$ cat config.mk
export PLATFORM = sky130hd
export DESIGN_NAME = interrupt_unit_flat
export DESIGN_NICKNAME = d
export VERILOG_FILES = /design/src/rtl/interrupt_unit_pkg.sv /design/src/rtl/interrupt_unit_if.sv /design/src/rtl/interrupt_unit_priority_encoder.sv /design/src/rtl/interrupt_unit.sv /design/src/flat_wrapper.sv
export SDC_FILE = /design/constraint.sdc
export NUM_CORES = 1
export LEC_CHECK = 0
export CAP_MARGIN = 20
export CELL_PAD_IN_SITES_DETAIL_PLACEMENT = 1
export CELL_PAD_IN_SITES_GLOBAL_PLACEMENT = 2
export CORE_MARGIN = 2
export CORE_UTILIZATION = 20
export DETAILED_ROUTE_END_ITERATION = 16
export PLACE_DENSITY = 0.91
export SETUP_SLACK_MARGIN = 0.15
export SYNTH_ARGS = -nofsm -noshare
export SYNTH_HDL_FRONTEND = slang
export SYNTH_HIERARCHICAL = 1
export SYNTH_SLANG_ARGS = --single-unit
$ cat constraint.sdc
create_clock -name clk_in -period 2.09 [get_ports clk_in]
set_clock_uncertainty 0.05 [all_clocks]
set_input_delay 0.3135 -clock clk_in [delete_from_list [all_inputs] [get_ports clk_in]]
set_output_delay 0.3135 -clock clk_in [all_outputs]
set_load 0.01 [all_outputs]
$ cat src/rtl/interrupt_unit_pkg.sv
// Shared types and default constants for the interrupt/reset sequencer.
// Latency: n/a (types and constants only).
// Backpressure: n/a.
package interrupt_unit_pkg;

  // Kind of sequence the control unit is asked to run; encoding is visible on int_kind.
  typedef enum logic [1:0] {
    IntNone  = 2'b00,
    IntReset = 2'b01,
    IntNmi   = 2'b10,
    IntIrq   = 2'b11
  } int_kind_t;

  typedef enum logic [1:0] {
    IntIdle    = 2'b00,
    IntPending = 2'b01,
    IntService = 2'b10
  } int_state_t;

  // Address bus source selections owned by the interrupt unit during vector fetch.
  typedef enum logic [0:0] {
    AddressLowSrcCore      = 1'b0,
    AddressLowSrcIntVector = 1'b1
  } address_low_src_t;

  typedef enum logic [0:0] {
    AddressHighSrcCore      = 1'b0,
    AddressHighSrcIntVector = 1'b1
  } address_high_src_t;

  localparam logic [15:0] DEFAULT_RES_VECTOR      = 16'hFFFC;
  localparam logic [15:0] DEFAULT_NMI_VECTOR      = 16'hFFFA;
  localparam logic [15:0] DEFAULT_IRQ_VECTOR      = 16'hFFFE;
  localparam logic [15:0] DEFAULT_IRQ_VECTOR_BASE = 16'hFFE0;

  // Vectors are even, so the high-byte read address is low byte + 1 with no carry.
  function automatic logic [7:0] vector_low_byte(input logic [15:0] vec, input logic hi_sel);
    return vec[7:0] + {7'b0, hi_sel};
  endfunction

endpackage

$ cat src/rtl/interrupt_unit_if.sv
// Request/vector handshake between the interrupt unit and the 6502 control unit.
// Latency: n/a (wiring only).
// Backpressure: request held until int_ack; vector held until vector_done.
// Ports: master = control unit side (drives lines, ack, hi_sel, done);
//        slave  = interrupt unit (drives request, kind, source, vector bytes, busy).
interface interrupt_unit_if #(
  parameter int NUM_IRQ = 4
);
  import interrupt_unit_pkg::*;

  logic               nmi_n;
  logic [NUM_IRQ-1:0] irq_n;
  logic               flag_irq_disable;
  logic               fetch_boundary;
  logic               int_ack;
  logic               vector_hi_sel;
  logic               vector_done;
  logic               int_request;
  int_kind_t          int_kind;
  logic [2:0]         irq_source;
  logic [7:0]         vector_addr_low;
  logic [7:0]         vector_addr_high;
  logic               busy;

  modport master (
    output nmi_n, irq_n, flag_irq_disable, fetch_boundary, int_ack, vector_hi_sel, vector_done,
    input  int_request, int_kind, irq_source, vector_addr_low, vector_addr_high, busy
  );

  modport slave (
    input  nmi_n, irq_n, flag_irq_disable, fetch_boundary, int_ack, vector_hi_sel, vector_done,
    output int_request, int_kind, irq_source, vector_addr_low, vector_addr_high, busy
  );
endinterface

$ cat src/rtl/interrupt_unit_priority_encoder.sv
// Lowest-index-wins priority encoder over WIDTH request bits (WIDTH 1..8).
// Latency: combinational.
// Backpressure: none.
// Ports: req (active-high requests), index (winning bit), valid (any request).
module interrupt_unit_priority_encoder #(
  parameter int WIDTH = 4
) (
  input  logic [WIDTH-1:0] req,
  output logic [2:0]       index,
  output logic             valid
);

  always_comb begin
    index = '0;
    valid = |req;
    // Walk downwards so the lowest set bit is the last one written.
    for (int i = WIDTH - 1; i >= 0; i--) begin
      if (req[i]) index = 3'(i);
    end
  end

endmodule

$ cat src/rtl/interrupt_unit.sv
// RESET/NMI/IRQ sequencer: arbitrates at fetch boundaries, presents kind + vector bytes.
// Latency: boundary -> int_request 1 cycle; int_ack -> busy 1 cycle; vector bytes combinational.
// Backpressure: request held in PENDING until int_ack; vector held in SERVICE until vector_done.
// Ports: clk_in, reset (sync, active-high); bus (interrupt_unit_if.slave) carries nmi_n, irq_n,
//        flag_irq_disable, fetch_boundary, int_ack, vector_hi_sel, vector_done in and
//        int_request, int_kind, irq_source, vector_addr_low/high, busy out.
// Build option: define INT_VECTORED_IRQ_EN to give each IRQ source its own vector at
//               IRQ_VECTOR_BASE + 2*i; otherwise all IRQs share IRQ_VECTOR.
module interrupt_unit
  import interrupt_unit_pkg::*;
#(
  parameter int          NUM_IRQ    = 4,
  parameter logic [15:0] RES_VECTOR = DEFAULT_RES_VECTOR,
  parameter logic [15:0] NMI_VECTOR = DEFAULT_NMI_VECTOR,
  parameter logic [15:0] IRQ_VECTOR = DEFAULT_IRQ_VECTOR
`ifdef INT_VECTORED_IRQ_EN
  , parameter logic [15:0] IRQ_VECTOR_BASE = DEFAULT_IRQ_VECTOR_BASE
`endif
) (
  input  logic           clk_in,
  input  logic           reset,
  interrupt_unit_if.slave bus
);

  int_state_t  state_q, state_d;
  int_kind_t   kind_q, kind_d;
  logic [2:0]  src_q, src_d;
  logic        nmi_prev;
  logic        nmi_latched;
  logic        nmi_edge;
  logic        nmi_ack;
  logic [2:0]  enc_index;
  logic        enc_valid;
  logic        irq_pending;
  logic [15:0] vector;

  interrupt_unit_priority_encoder #(.WIDTH(NUM_IRQ)) u_prio (
    .req   (~bus.irq_n),
    .index (enc_index),
    .valid (enc_valid)
  );

  assign irq_pending = enc_valid & ~bus.flag_irq_disable;
  assign nmi_edge    = nmi_prev & ~bus.nmi_n;
  assign nmi_ack     = (state_q == IntPending) && bus.int_ack && (kind_q == IntNmi);

  // NMI edge capture. A fresh edge wins over the clearing ack so an NMI
  // arriving in the acknowledge cycle is kept for the next boundary.
  always_ff @(posedge clk_in) begin
    if (reset) begin
      nmi_prev    <= 1'b1;
      nmi_latched <= 1'b0;
    end else begin
      nmi_prev <= bus.nmi_n;
      if (nmi_edge)     nmi_latched <= 1'b1;
      else if (nmi_ack) nmi_latched <= 1'b0;
    end
  end

  // Reset lands directly in PENDING/RESET so the core always runs the reset sequence first.
  always_ff @(posedge clk_in) begin
    if (reset) begin
      state_q <= IntPending;
      kind_q  <= IntReset;
      src_q   <= '0;
    end else begin
      state_q <= state_d;
      kind_q  <= kind_d;
      src_q   <= src_d;
    end
  end

  always_comb begin
    state_d = state_q;
    kind_d  = kind_q;
    src_d   = src_q;
    unique case (state_q)
      IntIdle: begin
        if (bus.fetch_boundary && (nmi_latched || irq_pending)) begin
          state_d = IntPending;
          if (nmi_latched) begin
            kind_d = IntNmi;
            src_d  = '0;
          end else begin
            kind_d = IntIrq;
            src_d  = enc_index;
          end
        end
      end
      IntPending: if (bus.int_ack)     state_d = IntService;
      IntService: if (bus.vector_done) state_d = IntIdle;
      default:    state_d = IntIdle;
    endcase
  end

  // Vector comes from the frozen kind/source so a dropped IRQ line cannot change it mid-fetch.
  always_comb begin
    vector = RES_VECTOR;
    case (kind_q)
      IntNmi: vector = NMI_VECTOR;
`ifdef INT_VECTORED_IRQ_EN
      IntIrq: vector = IRQ_VECTOR_BASE + {12'b0, src_q, 1'b0};
`else
      IntIrq: vector = IRQ_VECTOR;
`endif
      default: vector = RES_VECTOR;
    endcase
  end

  assign bus.int_request      = (state_q == IntPending);
  assign bus.busy             = (state_q == IntService);
  assign bus.int_kind         = (state_q == IntIdle) ? IntNone : kind_q;
  assign bus.irq_source       = src_q;
  assign bus.vector_addr_low  = vector_low_byte(vector, bus.vector_hi_sel);
  assign bus.vector_addr_high = vector[15:8];

endmodule

$ cat src/flat_wrapper.sv
// flat-port wrapper written by rule: the top's interface ports become plain ports
module interrupt_unit_flat import interrupt_unit_pkg::*;
#(
  parameter int          NUM_IRQ    = 4,
  parameter logic [15:0] RES_VECTOR = DEFAULT_RES_VECTOR,
  parameter logic [15:0] NMI_VECTOR = DEFAULT_NMI_VECTOR,
  parameter logic [15:0] IRQ_VECTOR = DEFAULT_IRQ_VECTOR

)
  (clk_in, reset, bus_nmi_n, bus_irq_n, bus_flag_irq_disable, bus_fetch_boundary, bus_int_ack, bus_vector_hi_sel, bus_vector_done, bus_int_request, bus_int_kind, bus_irq_source, bus_vector_addr_low, bus_vector_addr_high, bus_busy);
  interrupt_unit_if #(.NUM_IRQ(NUM_IRQ)) bus_i ();
  input  logic clk_in;
  input  logic reset;
  input wire logic [$bits(bus_i.nmi_n)-1:0] bus_nmi_n;
  input wire logic [$bits(bus_i.irq_n)-1:0] bus_irq_n;
  input wire logic [$bits(bus_i.flag_irq_disable)-1:0] bus_flag_irq_disable;
  input wire logic [$bits(bus_i.fetch_boundary)-1:0] bus_fetch_boundary;
  input wire logic [$bits(bus_i.int_ack)-1:0] bus_int_ack;
  input wire logic [$bits(bus_i.vector_hi_sel)-1:0] bus_vector_hi_sel;
  input wire logic [$bits(bus_i.vector_done)-1:0] bus_vector_done;
  output wire logic [$bits(bus_i.int_request)-1:0] bus_int_request;
  output wire logic [$bits(bus_i.int_kind)-1:0] bus_int_kind;
  output wire logic [$bits(bus_i.irq_source)-1:0] bus_irq_source;
  output wire logic [$bits(bus_i.vector_addr_low)-1:0] bus_vector_addr_low;
  output wire logic [$bits(bus_i.vector_addr_high)-1:0] bus_vector_addr_high;
  output wire logic [$bits(bus_i.busy)-1:0] bus_busy;
  assign bus_i.nmi_n = bus_nmi_n;
  assign bus_i.irq_n = bus_irq_n;
  assign bus_i.flag_irq_disable = bus_flag_irq_disable;
  assign bus_i.fetch_boundary = bus_fetch_boundary;
  assign bus_i.int_ack = bus_int_ack;
  assign bus_i.vector_hi_sel = bus_vector_hi_sel;
  assign bus_i.vector_done = bus_vector_done;
  assign bus_int_request = bus_i.int_request;
  assign bus_int_kind = bus_i.int_kind;
  assign bus_irq_source = bus_i.irq_source;
  assign bus_vector_addr_low = bus_i.vector_addr_low;
  assign bus_vector_addr_high = bus_i.vector_addr_high;
  assign bus_busy = bus_i.busy;
  interrupt_unit #(.NUM_IRQ(NUM_IRQ), .RES_VECTOR(RES_VECTOR), .NMI_VECTOR(NMI_VECTOR), .IRQ_VECTOR(IRQ_VECTOR)) u_core (.clk_in(clk_in), .reset(reset), .bus(bus_i));
endmodule
# [Yosys cells after proc, flatten, opt, wreduce, memory -nomap -nowiden]
# Cells that the tools add are included.
[op_classes] add_sub_neg=1 eq_ne=7 muxes=14 bitwise_logic=5 n_reduce_logical=9
[op_table] cell="$mux 3" n=4
[op_table] cell="$mux 2" n=5
[op_table] cell="$eq 2x2->1 const B" n=3
[op_table] cell="$pmux 2 s3" n=1
[op_table] cell="$pmux 3 s2" n=1
[op_table] cell="$add 4x2->5" n=1
[op_table] cell="$ne 2x2->1 const B" n=2
[op_table] cell="$not 4->4" n=1
[op_table] cell="$reduce_or 4->1" n=1
[op_table] cell="$logic_and 1x1->1" n=3
[op_table] cell="$mux 1" n=3
[op_table] cell="$reduce_and 3->1" n=1
[op_table] cell="$and 1x1->1" n=2
[op_table] cell="$eq 2x1->1 const B" n=1
[op_table] cell="$logic_not 2->1" n=1
[op_table] cell="$ne 2x1->1 const B" n=1
[op_table] cell="$not 1->1" n=2
[op_table] cell="$reduce_and 2->1" n=1
[op_table] cell="$reduce_bool 2->1" n=1
[op_table] cell="$logic_or 1x1->1" n=1
[totals] register_bits=9 inputBits=12 output_inout_bits=23 wordCells=41

# [Longest topological paths before layout]
# Gate-level depths: netlist (run 1).
[depth] depth_word=7 mapped_depth=6 depth_no_buf=6

# [Modules after synthesis]
# The synthesis (run 1) kept the hierarchy.
[modules_own_cells] module="interrupt_unit" n_inst=1 cells_per_inst=64 area_per_inst_um2=546.8
[modules_own_cells] module="interrupt_unit_priority_encoder" n_inst=1 cells_per_inst=9 area_per_inst_um2=46.3

# [Worst setup path before layout (run 1)]
# OpenSTA, ideal clock, no wires.
[synth_timing] kind="input port to flip-flop" start="in bus_irq_n[2]" end="reg u_core.kind_q[0]" setup_ps=121 arrival_ps=1129 required_time_ps=1919 setup_slack_ps=789 cell_stages=6 path_buffers=0 cell_sequence="inv_1 -> nor2_1 -> nand2_1 -> nor2b_1 -> o211ai_2 -> mux2_4"
[synth_via] elab_chain_len=6
[synth_lines] item="start: declaration" line="flat_wrapper.sv:15" source="input wire logic [$bits(bus_i.irq_n)-1:0] bus_irq_n;"
[synth_lines] item="$not 4->4" line="interrupt_unit.sv:38" source=".req (~bus.irq_n),"
[synth_lines] item="$reduce_or 4->1" line="interrupt_unit_priority_encoder.sv:15" source="valid = |req;"
[synth_lines] item="via u_core.enc_valid" line="interrupt_unit.sv:33" source="logic enc_valid;"
[synth_lines] item="$and 1x1->1" line="interrupt_unit.sv:43" source="assign irq_pending = enc_valid & ~bus.flag_irq_disable;"
[synth_lines] item="$logic_or 1x1->1" line="interrupt_unit.sv:79" source="if (bus.fetch_boundary && (nmi_latched || irq_pending)) begin"
[synth_lines] item="$logic_and 1x1->1" line="interrupt_unit.sv:79"
[synth_lines] item="$reduce_and 2->1 (no line)"
[synth_lines] item="end signal: assignment" line="interrupt_unit.sv:64" source="kind_q <= IntReset;"
[synth_lines] item="end signal: assignment" line="interrupt_unit.sv:68" source="kind_q <= kind_d;"
[synth_lines] item="end: declaration" line="interrupt_unit.sv:26" source="int_kind_t kind_q, kind_d;"
# The timed path passes the listed nets, and every way through them passes these cells.
# A chain may end at the register's enable or synchronous reset.

# [Final worst setup path (run 1)]
[layout_timing] start="reg u_core.state_q[1]" end="out bus_int_request"
[layout_via] elab_chain_len=1
[layout_lines] item="start: declaration" line="interrupt_unit.sv:25" source="int_state_t state_q, state_d;"
[layout_lines] item="start signal: assignment" line="interrupt_unit.sv:63" source="state_q <= IntPending;"
[layout_lines] item="start signal: assignment" line="interrupt_unit.sv:67" source="state_q <= state_d;"
[layout_lines] item="$eq 2x1->1" line="interrupt_unit.sv:110" source="assign bus.int_request = (state_q == IntPending);"
[layout_lines] item="end: declaration" line="flat_wrapper.sv:21" source="output wire logic [$bits(bus_i.int_request)-1:0] bus_int_request;"
# No other way between the ends.

==> results.py, run 1 <==
metrics = {
    "status": {
        "status": "completed",
    },
    "yosys": {
        "yosysWarnings": 6,
        "netlist_instances": 73,
        "synth_top_family_by_area": "buffers and inverters",
        "synth_compound_area_share_pct": 10.8,
        "ys_seq_area_share_pct": 30.4,
        "synth.distinct_cells": 24,
        "synth_area_um2": 593,
        "synth_fa_ha_area_share_pct": 0,
        "synthMuxAreaShare_pct": 7.59,
        "synth_seq_cells": 9,
        "synthSimpleGateAreaFrac_pct": 22.2,
        "synth-xor-area-share_pct": 0,
        "avgSynthCellArea_um2": 8.12,
    },
    "floorplan": {
        "dieArea_um2": 3420,
        "num_rows": 19,
        "die_w_um": 58.5,
        "core_area_um2": 2780,
        "start_util_pct": 21.3,
        "io_pins": 35,
        "die_h_um": 58.5,
    },
    "worst_hold_path": {
        "hold_path_class": "flop to flop",
        "worstHoldPathCells": 2,
    },
    "global_route": {
        "grt_first_pass_wirelength_um": 2100,
        "antenna_found_initial": 0,
        "gr-total-overflow": 0,
        "grt_start_max_net_pins": 13,
        "grt_pass1_vias": 498,
        "grt_use_total_pct": 8.22,
    },
    "power": {
        "clkPwrFrac_pct": 32.0,
        "power.share.sequential_pct": 44.9,
        "peakVddDrop_mv": 0.333,
        "switching_share_pct": 27.7,
        "p_int_mw": 0.305,
        "p_per_area_nw_per_um2": 550,
        "switching_power_mw": 0.117,
        "pwr-share-comb_pct": 23.1,
        "leakagePower_nw": 0.349,
        "power_mw": 0.421,
    },
    "job": {
        "max_cap_violations": 0,
    },
    "finish": {
        "finish.utilization_pct": 27.5,
        "mostFrequentLayoutCells": "19 x clkdlybuf4s50_1, 14 x conb_1, 10 x inv_1",
        "final_cells": 122,
        "final_common_cell": "clkdlybuf4s50_1",
        "final_area_um2": 766,
        "seq_area_um2": 180,
        "fillCellCount": 360,
        "drive_gt1_share_pct": 9.89,
        "nNetsFinal": 104,
        "multiInputGateArea_um2": 293,
        "syn_to_final_growth_pct": 29.1,
        "n_antenna_cell": 0,
    },
    "drt": {
        "ant_nets": 0,
        "drt_iter0_markers": 5,
        "routed_wl_um": 1270,
        "vias_per_cell": 3.87,
        "vias": 472,
        "drc_errors": 0,
        "post_drt_wl_per_cell_um": 10.4,
        "dr.pass1.iters": 2,
    },
    "timing": {
        "report.final.slew_viol_count": 0,
        "timing.fmax_mhz": 566,
        "setup_ws_ns": 0.322,
        "grt_setup_unrepaired": "no",
        "fin_hold_ws_ns": 0.407,
        "period_needed_ns": 1.77,
        "tns_ns": 0,
        "hold_violations": 0,
        "setup_viol": 0,
        "period_share_pct": 84.6,
    },
    "placed_design": {
        "dpl_cell_area_um2": 739,
        "globalplace.congestion": 0.680,
        "port_buffers": 19,
        "placed_cells": 118,
        "hpwl_um": 1030,
        "dpl_worst_slack_ns": 0.220,
    },
    "clock_network": {
        "clk_pin_slew_ns": 0.06,
        "post_cts_buffers": 0,
        "max-clock-path-buffers": 2,
        "ctsRootBufferMaster": "clkbuf_4",
        "ctsHoldBuffers": 0,
        "clock_latency_ns": 0.26,
        "ctsResizeCount": 0,
        "clkSinkCount": 9,
        "h-tree-depth": 1,
        "cts_buffers": 3,
        "cts_tree": "done",
    },
    "setup_path": {
        "rr_worst_depth": 3,
        "endpoint_kind": "primary output",
        "crit_type": "flop to primary output",
        "crit_arrival_ns": 1.40,
        "start_kind": "flop",
        "critPathMaxFanout": 4,
        "critPathRequiredTime_ns": 1.73,
    },
}
==> critical path, cell delays in order (launching register included) <==
cell             delay [ns]
dfxtp_1                0.33
and2b_1                0.26
clkdlybuf4s50_1        0.56
==> final timing paths <==
path,startpoint,end,slack [ns]
worst max-delay path,u_core/state_q[1]$_SDFFE_PP0P_,bus_int_request,0.32
worst max register to register,u_core/state_q[1]$_SDFFE_PP0P_,u_core/kind_q[0]$_SDFFE_PP1P_,0.92
worst min register to register,u_core/nmi_prev$_SDFF_PP1_,u_core/nmi_latched$_SDFFE_PP0P_,0.41
worst min-delay path,u_core/nmi_prev$_SDFF_PP1_,u_core/nmi_latched$_SDFFE_PP0P_,0.41
==> power by group through the flow <==
stage / clock [mW] / combinational (mW) / sequential [mW]
after detailed placement: 0 / 0.0970 / 0.193
after global placement: 0 / 0.0945 / 0.192
after CTS: 0.141 / 0.0977 / 0.189
final: 0.135 / 0.0971 / 0.189
after global routing: 0.151 / 0.107 / 0.191
after floorplan: 0 / 0.0750 / 0.191
==> logic make-up after synthesis <==
| group | count (synthesis) |
|---|---|
| muxes | 4 |
| AOI/OAI and AO/OA | 8 |
| buffers and inverters | 27 |
| and+or+nand+nor | 23 |
| other | 2 |
| DFF | 9 |
==> area by class of cell <==
| class | count | area share, % |
|---|---|---|
| clock buffer | 4 | 3.43 |
| inverter | 10 | 4.90 |
| multi-input combinational | 49 | 38.2 |
| sequential | 9 | 23.5 |
| tap | 31 | 5.07 |
| timing repair buffer | 19 | 24.8 |
==> state kept, by name, indices dropped and copies added (netlist names) <==
| name | flops |
|---|---|
| u_core/nmi_prev | 1 |
| u_core/nmi_latched | 1 |
| u_core/state_q | 2 |
| u_core/kind_q | 2 |
| u_core/bus.irq_source | 3 |
==> cells in the mapped netlist <==
cell      count  share of area, %
o211ai_2      1               2.1
nor3_1        1              0.84
conb_1        2               1.3
clkbuf_1      1              0.63
or2_2         2               2.1
mux2i_1       3               5.1
buf_6         1               1.9
a22oi_1       1               1.3
o21ai_0       1              0.84
nand2b_1      5               5.3
nor2b_1       2               2.1
a21oi_2       1               1.5
buf_4        15                19
dfxtp_1       9                30
nand2_1       3               1.9
nor2_2        1               1.1
mux2_4        1               2.5
nor2_1        5               3.2
inv_1        10               6.3
a41o_1        1               1.7
a21oi_1       2               1.7
o211a_1       1               1.7
or3b_1        3               4.4
and2b_1       1               1.3
==> routing by layer <==
metal	routed length [um]	part of all wire (%)	global-route usage [%]	vias up
li1	-	-	-	234
met1	514	41	8.82	217
met2	643	51	14.4	21
met3	110	8.7	3.96	0
met4	0	0	1.99	0
met5	0	0	0	-
Note: power is estimated with default switching activity, not from simulation.
==> run 2, diff against run 1 <==
--- a/config.mk
+++ b/config.mk
@@ -9,9 +9,9 @@
 export CELL_PAD_IN_SITES_DETAIL_PLACEMENT = 1
 export CELL_PAD_IN_SITES_GLOBAL_PLACEMENT = 2
 export CORE_MARGIN = 2
-export CORE_UTILIZATION = 20
+export CORE_UTILIZATION = 17
 export DETAILED_ROUTE_END_ITERATION = 16
-export PLACE_DENSITY = 0.91
+export PLACE_DENSITY = 0.84
 export SETUP_SLACK_MARGIN = 0.15
 export SYNTH_ARGS = -nofsm -noshare
 export SYNTH_HDL_FRONTEND = slang
==> constraint.sdc (replaced) <==
create_clock -name clk_in -period 1.5 [get_ports clk_in]
set_clock_uncertainty 0.05 [all_clocks]
set_input_delay 0.225 -clock clk_in [delete_from_list [all_inputs] [get_ports clk_in]]
set_output_delay 0.225 -clock clk_in [all_outputs]
set_load 0.01 [all_outputs]
==> run 2 against run 1 <==
Setup slack got worse by 0.095 ns. Routed wire length up 3.9%. Critical path depth increased by 1. Utilization is 2.3 points lower. Highest routed layer is now met4.
==> results.py, run 2 (synthesis gave the netlist of run 1 again) <==
metrics = {
    "drt": {
        "drc_errors": 0,
        "ant_nets": 0,
        "post_drt_wl_per_cell_um": 9.09,
        "routed_wl_um": 1320,
        "vias": 505,
        "dr.pass1.iters": 3,
        "drt_iter0_markers": 17,
        "vias_per_cell": 3.48,
    },
    "finish": {
        "syn_to_final_growth_pct": 42.2,
        "mostFrequentLayoutCells": "14 x conb_1, 9 x dlygate4sd2_1, 8 x inv_1, 8 x buf_4",
        "nNetsFinal": 112,
        "seq_area_um2": 184,
        "multiInputGateArea_um2": 309,
        "fillCellCount": 431,
        "final_area_um2": 843,
        "drive_gt1_share_pct": 27.3,
        "largest_reg_flops": 3,
        "final_common_cell": "conb_1",
        "n_antenna_cell": 0,
        "finish.utilization_pct": 25.3,
    },
    "clock_network": {
        "ctsRootBufferMaster": "clkbuf_4",
        "clk_pin_slew_ns": 0.06,
        "clock_latency_ns": 0.26,
        "h-tree-depth": 1,
        "max-clock-path-buffers": 2,
        "ctsHoldBuffers": 0,
        "cts_buffers": 3,
        "clkSinkCount": 9,
        "cts_tree": "done",
    },
    "timing": {
        "hold_violations": 0,
        "setup_ws_ns": 0.227,
        "period_share_pct": 84.9,
        "report.final.slew_viol_count": 0,
        "period_needed_ns": 1.27,
        "timing.fmax_mhz": 786,
        "grt_setup_unrepaired": "no",
        "setup_viol": 0,
    },
    "power": {
        "p_per_area_nw_per_um2": 712,
        "leakagePower_nw": 0.421,
        "peakVddDrop_mv": 0.168,
    },
    "global_route": {
        "grt_first_pass_wirelength_um": 2190,
        "grt_use_total_pct": 7.13,
        "grt_pass1_vias": 496,
        "grt_start_max_net_pins": 8,
        "antenna_found_initial": 0,
        "gr-total-overflow": 0,
    },
    "setup_path": {
        "critPathRequiredTime_ns": 1.22,
        "crit_type": "flop to primary output",
        "slowest_stage": "dfxtp_1",
        "crit_start": "u_core/kind_q[0]$_SDFFE_PP1P_",
        "crit_arrival_ns": 1.00,
        "endpoint_kind": "primary output",
        "start_kind": "flop",
        "r2r-start": "u_core/state_q[1]$_SDFFE_PP0P_",
        "slowest_delay_ns": 0.31,
        "worstPathCellList": "inv_1 -> nand2_1 -> dlygate4sd2_1",
        "cp_top_family": "buffers and inverters",
        "worstPathBufferInverterCount": 2,
        "critPathMaxFanout": 3,
    },
    "floorplan": {
        "die_w_um": 63.1,
        "start_util_pct": 17.8,
        "die_h_um": 63.1,
        "dieArea_um2": 3980,
        "core_area_um2": 3340,
        "io_pins": 35,
        "num_rows": 21,
    },
    "placed_design": {
        "port_buffers": 19,
        "dpl_worst_slack_ns": -0.278,
        "globalplace.congestion": 0.673,
        "hpwl_um": 1100,
        "dpl_cell_area_um2": 803,
    },
    "status": {
        "status": "completed",
    },
    "worst_hold_path": {
        "hp-start": "bus_vector_hi_sel",
        "hold_path_class": "input pin to primary output",
    },
    "job": {
        "max_cap_violations": 0,
    },
}
[run 2: cell count changes in the layout (fill, tap and decap cells not counted), sizes merged]
cell and change:
buf +8, clkbuf +2, clkdlybuf4s15 +2, clkdlybuf4s50 -13, dlygate4sd2 +9
[run 2: metal layers]
layer,GRT usage [%],vias up,routed length (um)
met1,7.62,228,546
met3,3.04,2,133
li1,-,251,-
met5,0,-,0
met2,12.0,24,630
met4,3.61,0,7
[run 2: final cells by class]
cell class / count / share of cell area, %
multi-input combinational: 49 / 36.6
timing repair buffer: 27 / 27.2
sequential: 9 / 21.8
tap: 46 / 6.82
inverter: 10 / 4.45
clock buffer: 4 / 3.12
[run 2: final timing paths]
| check | end | slack [ns] | cells after the start |
|---|---|---|---|
| setup / recovery | bus_vector_addr_low[2] | 0.23 | 3 |
| hold / removal | bus_vector_addr_low[0] | 0.40 | 0 |
| setup reg to reg | u_core/kind_q[0]$_SDFFE_PP1P_ | 0.27 | 5 |
| hold reg to reg | u_core/nmi_latched$_SDFFE_PP0P_ | 0.41 | 2 |
[run 2: timing repair]
action	CTS	global route
resized for setup	20	9
buffers inserted	2	0
pin swaps	5	1
endpoints found under the setup margin	15	6
[run 2: metrics by stage]
| step | hold WS, ns | setup TNS, ns | instances | power, mW |
|---|---|---|---|---|
| 2_1_floorplan | 0.291 | 0 | 85 | 0.371 |
| 3_3_place_gp | 0.388 | -0.678 | 139 | 0.413 |
| 3_5_place_dp | 0.400 | -1.13 | 139 | 0.418 |
| 4_1_cts | 0.400 | 0 | 145 | 0.610 |
| 5_1_grt | 0.400 | 0 | 145 | 0.642 |
| 6_report | 0.400 | 0 | 145 | 0.601 |
[run 2: where the power goes]
part	total [mW]	internal, mW	switching [mW]
Combinational	0.147	0.0768	0.0701
Clock	0.188	0.102	0.0852
Sequential	0.266	0.253	0.0126
Total	0.601	0.433	0.168
